[config.mk]
export PLATFORM = sky130hd
export DESIGN_NAME = sram_stream_reader
export DESIGN_NICKNAME = d
export VERILOG_FILES = /design/src/rtl/sram_stream_reader.sv
export SDC_FILE = /design/constraint.sdc
export NUM_CORES = 1
export LEC_CHECK = 0
export BUFFER_PORTS_ARGS = -buffer_cell sky130_fd_sc_hd__buf_2
export CORE_ASPECT_RATIO = 1.25
export CORE_MARGIN = 10
export CORE_UTILIZATION = 59
export CTS_CLUSTER_SIZE = 12
export DETAILED_ROUTE_END_ITERATION = 8
export GPL_TIMING_DRIVEN = 0
export HOLD_SLACK_MARGIN = 0.08
export PLACE_DENSITY = 0.86
export SLEW_MARGIN = 15
export SYNTH_ARGS = -nofsm -noshare
export SYNTH_HDL_FRONTEND = slang
export SYNTH_SLANG_ARGS = --single-unit
[constraint.sdc]
create_clock -name clk -period 8.5 [get_ports clk]
set_clock_uncertainty 0.2 [all_clocks]
set_input_delay 1.275 -clock clk [delete_from_list [all_inputs] [get_ports clk]]
set_output_delay 1.275 -clock clk [all_outputs]
set_load 0.005 [all_outputs]
[src/rtl/sram_stream_reader.sv]
// Read-side streamer for a double-buffered SRAM port 1.
// Issues credit-limited reads and streams words out via a 2-entry skid FIFO.
module sram_stream_reader #(
  parameter int ADDR_WIDTH = 12,
  parameter int DATA_WIDTH = 32
) (
  input  logic                  clk,
  input  logic                  rst,
  input  logic                  start,
  input  logic [ADDR_WIDTH-1:0] base_addr,
  input  logic [ADDR_WIDTH:0]   length,
  output logic                  csb1,
  output logic [ADDR_WIDTH-1:0] addr1,
  input  logic [DATA_WIDTH-1:0] dout1,
  output logic [DATA_WIDTH-1:0] out_data,
  output logic                  out_valid,
  input  logic                  out_ready,
  output logic                  busy,
  output logic                  done
);

  typedef enum logic [1:0] {
    IDLE,
    RUN,
    FINISH
  } state_t;

  localparam logic [ADDR_WIDTH-1:0] A_ONE = 1;
  localparam logic [ADDR_WIDTH:0]   L_ONE = 1;

  state_t                state;
  state_t                state_nx;
  logic [ADDR_WIDTH-1:0] rd_addr;
  logic [ADDR_WIDTH:0]   issue_left;
  logic [ADDR_WIDTH:0]   pop_left;
  logic                  inflight;
  logic [DATA_WIDTH-1:0] fifo_mem [2];
  logic                  rd_ptr;
  logic                  wr_ptr;
  logic [1:0]            fifo_count;
  logic [1:0]            occ;
  logic                  pop;
  logic                  push;
  logic                  issue;

  // Words already owed to the FIFO: stored plus the one on dout1.
  assign occ       = fifo_count + {1'b0, inflight};
  assign out_valid = (fifo_count != 2'd0);
  assign out_data  = fifo_mem[rd_ptr];
  assign pop       = out_valid & out_ready;
  assign push      = inflight;
  assign csb1      = ~issue;
  assign addr1     = rd_addr;

  // Next state, read issue under credit, and status outputs.
  always_comb begin
    state_nx = state;
    issue    = 1'b0;
    busy     = 1'b0;
    done     = 1'b0;
    unique case (state)
      IDLE: begin
        if (start) begin
          state_nx = (length == '0) ? FINISH : RUN;
        end
      end
      RUN: begin
        busy = 1'b1;
        if (issue_left != '0 &&
            (occ < 2'd2 || (occ == 2'd2 && pop))) begin
          issue = 1'b1;
        end
        if (pop && pop_left == L_ONE) begin
          state_nx = FINISH;
        end
      end
      FINISH: begin
        busy     = 1'b1;
        done     = 1'b1;
        state_nx = IDLE;
      end
      default: state_nx = IDLE;
    endcase
  end

  // State register.
  always_ff @(posedge clk) begin
    if (rst) begin
      state <= IDLE;
    end else begin
      state <= state_nx;
    end
  end

  // Command latch plus address and remaining-word counters.
  always_ff @(posedge clk) begin
    if (rst) begin
      rd_addr    <= '0;
      issue_left <= '0;
      pop_left   <= '0;
    end else if (state == IDLE && start) begin
      rd_addr    <= base_addr;
      issue_left <= length;
      pop_left   <= length;
    end else begin
      if (issue) begin
        rd_addr    <= rd_addr + A_ONE;
        issue_left <= issue_left - L_ONE;
      end
      if (pop) begin
        pop_left <= pop_left - L_ONE;
      end
    end
  end

  // Tracks the read whose data appears on dout1 next cycle.
  always_ff @(posedge clk) begin
    if (rst) begin
      inflight <= 1'b0;
    end else begin
      inflight <= issue;
    end
  end

  // Skid FIFO storage and pointers; data is never lost since occ <= 2.
  always_ff @(posedge clk) begin
    if (rst) begin
      fifo_mem[0] <= '0;
      fifo_mem[1] <= '0;
      rd_ptr      <= 1'b0;
      wr_ptr      <= 1'b0;
      fifo_count  <= 2'd0;
    end else begin
      if (push) begin
        fifo_mem[wr_ptr] <= dout1;
        wr_ptr           <= ~wr_ptr;
      end
      if (pop) begin
        rd_ptr <= ~rd_ptr;
      end
      unique case ({push, pop})
        2'b10:   fifo_count <= fifo_count + 2'd1;
        2'b01:   fifo_count <= fifo_count - 2'd1;
        default: fifo_count <= fifo_count;
      endcase
    end
  end

endmodule

# After elaboration in Yosys (flattened, before gate mapping)
# Memory sizes are Yosys's and may differ from the RTL's. A register that Yosys moved wholly into a read port is not among the register bits.
# Cells that the tools add are included.
[classes] addsub=6 multipliers=0 div_mod_pow=0 magnitude_cmp=1 n_eq_ne=8 shift=0 muxes=25 bitwise=4 n_reduce_logical=15
[op_table] cell="$mux 13" n=4
[op_table] cell="$mux 32" n=1
[op_table] cell="$reduce_or 32->1" n=1
[op_table] cell="$sub 13x1->13 const B" n=2
[op_table] cell="$mux 12" n=2
[op_table] cell="$eq 13x1->1 const B" n=1
[op_table] cell="$logic_not 13->1" n=1
[op_table] cell="$mux 1" n=13
[op_table] cell="$reduce_bool 13->1" n=1
[op_table] cell="$add 12x1->12 const B" n=1
[op_table] cell="$pmux 2 s2" n=2
[op_table] cell="$reduce_bool 2->1" n=4
[op_table] cell="$eq 2x2->1 const B" n=3
[op_table] cell="$mux 2" n=3
[op_table] cell="$eq 2x1->1 const B" n=2
[op_table] cell="$logic_and 1x1->1" n=4
[op_table] cell="$ne 2x2->1 const B" n=2
[op_table] cell="$not 1->1" n=3
[op_table] cell="$add 2x1->2" n=1
[op_table] cell="$add 2x1->2 const B" n=1
[op_table] cell="$logic_not 2->1" n=1
[op_table] cell="$lt 2x2->1 const B" n=1
[op_table] cell="$reduce_and 2->1" n=1
[op_table] cell="$reduce_or 2->1" n=1
[op_table] cell="3 further kinds" n=3
[totals] regBits=45 latchBits=0 ram_bits=64 rom_bits=0 out_inout_bits=48 word_cells=68 memories=1
[mem_list] name="fifo_mem" depth=2 word_bits=32 rd=1 rd_ports_with_merged_regs=1 wr=2 line_no="37" text="logic [DATA_WIDTH-1:0] fifo_mem [2];"

# Longest topological paths before layout
[depth] ltp_word=9 mapped_depth=8 mapped_depth_nobuf=6

# Worst setup path after synthesis
# No wires, ideal clock.
[synth_path] kind="input to register" from="input rst" to="memory fifo_mem[0][0], enable pin" setup_time_ns=0.658 arrival_ns=2.840 required_ns=7.642 slack_ns=4.802 path_stages=4 n_path_buf=2 cell_sequence="clkbuf_1 -> inv_1 -> buf_1 -> o21ai_0"
[synth_lines] item="from (decl)" line_no="8" text="input logic rst,"
[synth_lines] item="to (decl)" line_no="37"

# Final worst setup path
[layout_path] from="input out_ready" to="output csb1"
[layout_between] elab_chain_cells=7
[layout_lines] item="from (decl)" line_no="17" text="input logic out_ready,"
[layout_lines] item="$and 1x1->1" line_no="50" text="assign pop = out_valid & out_ready;"
[layout_lines] item="$logic_and 1x1->1" line_no="70" text="(occ < 2'd2 || (occ == 2'd2 && pop))) begin"
[layout_lines] item="$logic_or 1x1->1" line_no="70"
[layout_lines] item="$logic_and 1x1->1" line_no="69" text="if (issue_left != '0 &&"
[layout_lines] item="$mux 1" line_no="69"
[layout_lines] item="$mux 1" line_no="61" text="unique case (state)"
[layout_lines] item="$not 1->1" line_no="52" text="assign csb1 = ~issue;"
[layout_lines] item="to (decl)" line_no="12" text="output logic csb1,"
# Every way passes these cells.

==> impl_metrics.env <==
export IMPL_synthArstFlopShare=0
export IMPL_clkPwrFrac=0.295
export IMPL_pwr_share_comb=0.253
export IMPL_io_pins=109
export IMPL_worst_ir_drop_vdd_mv=0.132
export IMPL_vias=4481
export IMPL_slew_violations=0
export IMPL_max_freq_mhz=274
export IMPL_cts_setup_buffers=0
export IMPL_synth_edf_count=64
export IMPL_cts_hold_buf=0
export IMPL_cts_max_path_buffers=2
export IMPL_globalRouteOverflowTotal=0
export IMPL_die_y_um=127
export IMPL_synth_warnings=0
export IMPL_total_leakage_power_uw=0.00251
export IMPL_syn_avg_cell_area_um2=11.1
export IMPL_critPathCaptureType="primary output"
export IMPL_first_pass_iters=4
export IMPL_rsz0062_at_grt="no"
export IMPL_die_w_um=106
export IMPL_synth_ff_latch_count=110
export IMPL_worstPathRequired_ps=7030
export IMPL_dp_hpwl_um=10400
export IMPL_yosysSeqAreaShare=0.525
export IMPL_outcome="complete, no violations"
export IMPL_grt_pass1_wl_um=22600
export IMPL_grt_pass1_vias=4612
export IMPL_setup_viol=0
export IMPL_syn_instance_count=489
export IMPL_drive_gt1_frac=0.292
export IMPL_syn_cell_area_mm2=0.00541
export IMPL_path_clk_slew_ps=70
export IMPL_grt_start_max_net_pins=23
export IMPL_drtIter0Drc=276
export IMPL_htree_num_levels=3
export IMPL_p_int_uw=1050
export IMPL_swShare=0.298
export IMPL_place_congestion=0.908
export IMPL_power_switching_uw=445
export IMPL_synth_cell_type_count=52
export IMPL_hold_class="reg2reg"
export IMPL_route_detailed_drc=0
export IMPL_cp_start_kind="primary input"
export IMPL_grt_usage=0.208
export IMPL_yosys_area_top_type="edfxtp_1"
export IMPL_cp_data_arrival_time_ps=2180
export IMPL_post_route_period_util=0.430
export IMPL_clock_sinks=110
export IMPL_port_buffers=107
export IMPL_tightest_slew_ps=634
export IMPL_drtAntennaViolNets=0
export IMPL_core_area_mm2=0.00903
export IMPL_rows=39
export IMPL_cts_buffers=9
export IMPL_tritoncts="yes"
export IMPL_hold_violations=0
export IMPL_start_util=0.599
export IMPL_routed_via_density=6.07
export IMPL_maxCapViolCount=0
export IMPL_synthFlopType="edfxtp_1"
export IMPL_pwr_share_seq=0.452
export IMPL_finalNetCount=680
export IMPL_drt_total_wl_um=14000
export IMPL_critPathKind="in2out"
export IMPL_clk_latency_ps=340
export IMPL_cts_root_buf="clkbuf_16"
export IMPL_dieArea_mm2=0.0134
export IMPL_period_needed_ps=3650
export IMPL_power_density_mw_per_mm2=230
export IMPL_p_total_uw=1490
export IMPL_slew_headroom=0.578
export IMPL_syn_nets=560
export IMPL_cp_max_fo=3
export IMPL_area_growth_pct=20.0
export IMPL_postCtsResizedCells=0
export IMPL_antenna_found_initial=1
export IMPL_tns_ps=0
export IMPL_wire_per_inst_um=18.9
export IMPL_netlist_top_cells_area="edfxtp_1, dfxtp_1, and2_1"
export IMPL_synth_top_area_frac=0.355
-- Yosys cell counts (8+ instances only) --
master and count:
and2_1 68, edfxtp_1 64, dfxtp_1 46, mux2_2 32, o21ai_0 31, a31oi_1 26
or4_1 19, clkbuf_1 18, o31ai_1 17, nor2_1 15, nand2_1 12, nand4_1 12
a21oi_1 11, inv_1 11, or3_1 11, ha_1 10, nand3_1 9, xor2_1 8
-- cell families after synthesis --
| logic type | synth area share |
|---|---|
| AO/OA/AOI/OAI | 0.124 |
| flip-flops | 0.525 |
| adder cells (fa/ha/maj) | 0.0231 |
| XOR/XNOR | 0.0194 |
| AND/OR/NAND/NOR | 0.205 |
| multiplexers | 0.0666 |
| buffers and inverters | 0.0361 |
-- flip-flops by register name (all words and copies together) (netlist names), named ones only --
signal / cells
addr1: 12
fifo_count: 2
fifo_mem: 64
inflight: 1
issue_left: 13
pop_left: 13
rd_ptr: 1
state: 2
wr_ptr: 1
-- placed cells by master, fill, tap and decap left out, types with 12 or more instances in the layout --
| cell type | Yosys | routed |
|---|---|---|
| o31ai_1 | 17 | 17 |
| a31oi_1 | 26 | 26 |
| dfxtp_1 | 46 | 46 |
| buf_2 | 3 | 110 |
| o21ai_0 | 31 | 29 |
| nor2_1 | 15 | 15 |
| nand2_1 | 12 | 12 |
| and2_1 | 68 | 68 |
| edfxtp_1 | 64 | 64 |
| or4_1 | 19 | 19 |
| clkbuf_1 | 18 | 18 |
| mux2_2 | 32 | 32 |
| nand4_1 | 12 | 12 |
-- power groups by stage --
stage	Combinational, uW	Sequential, uW	Clock [uW]
after floorplan	243	674	0
after global placement	355	681	0
after detailed placement	374	683	0
after CTS	379	672	446
after global routing	419	681	467
final	378	674	440
-- worst max-delay path: stages --
cell and delay, ps:
buf_2 110, and3b_1 190, o221a_2 330, nand2_1 130, buf_2 140
-- cell type report --
class / count / area (um2)
sequential: 110 / 2840
fill: 634 / 2530
multi-input combinational: 338 / 2400
timing repair buffer: 109 / 591
clock buffer: 9 / 225
buffer: 30 / 154
tap: 123 / 154
clock inverter: 7 / 87.6
inverter: 11 / 41.3
antenna: 1 / 2.50
-- layer usage --
metal  vias to the layer above  global-route usage  wire length (um)
met2                       200               0.355              7050
met4                         0              0.0910               389
met3                        32              0.0584              1040
met1                      2150               0.237              5490
li1                       2099                   -                 -
met5                         -                   0                 0
-- path summary, 6_finish.rpt --
kind	from	end	slack, ps	depth (start not counted)
worst max-delay path	out_ready	csb1	4850	5
worst min-delay path	rd_ptr$_SDFFE_PP0P_	rd_ptr$_SDFFE_PP0P_	330	2
worst max register to register	fifo_count[0]$_SDFFE_PP0P_	addr1[6]$_SDFFE_PP0P_	6070	8
worst min register to register	rd_ptr$_SDFFE_PP0P_	rd_ptr$_SDFFE_PP0P_	330	2
-- stage by stage --
step           area [um2]  hold WS [ps]   util  std cells  setup slack (ps)
2_1_floorplan        5410           278      -        489              4800
4_1_cts              6490           331  0.719        737              4860
3_5_place_dp         6180           310  0.684        721              4880
5_1_grt              6490           356  0.719        738              4820
6_report             6490           326  0.719        738              4850
3_3_place_gp         6100           300  0.676        719              3810
(Power assumes the default switching activity.)
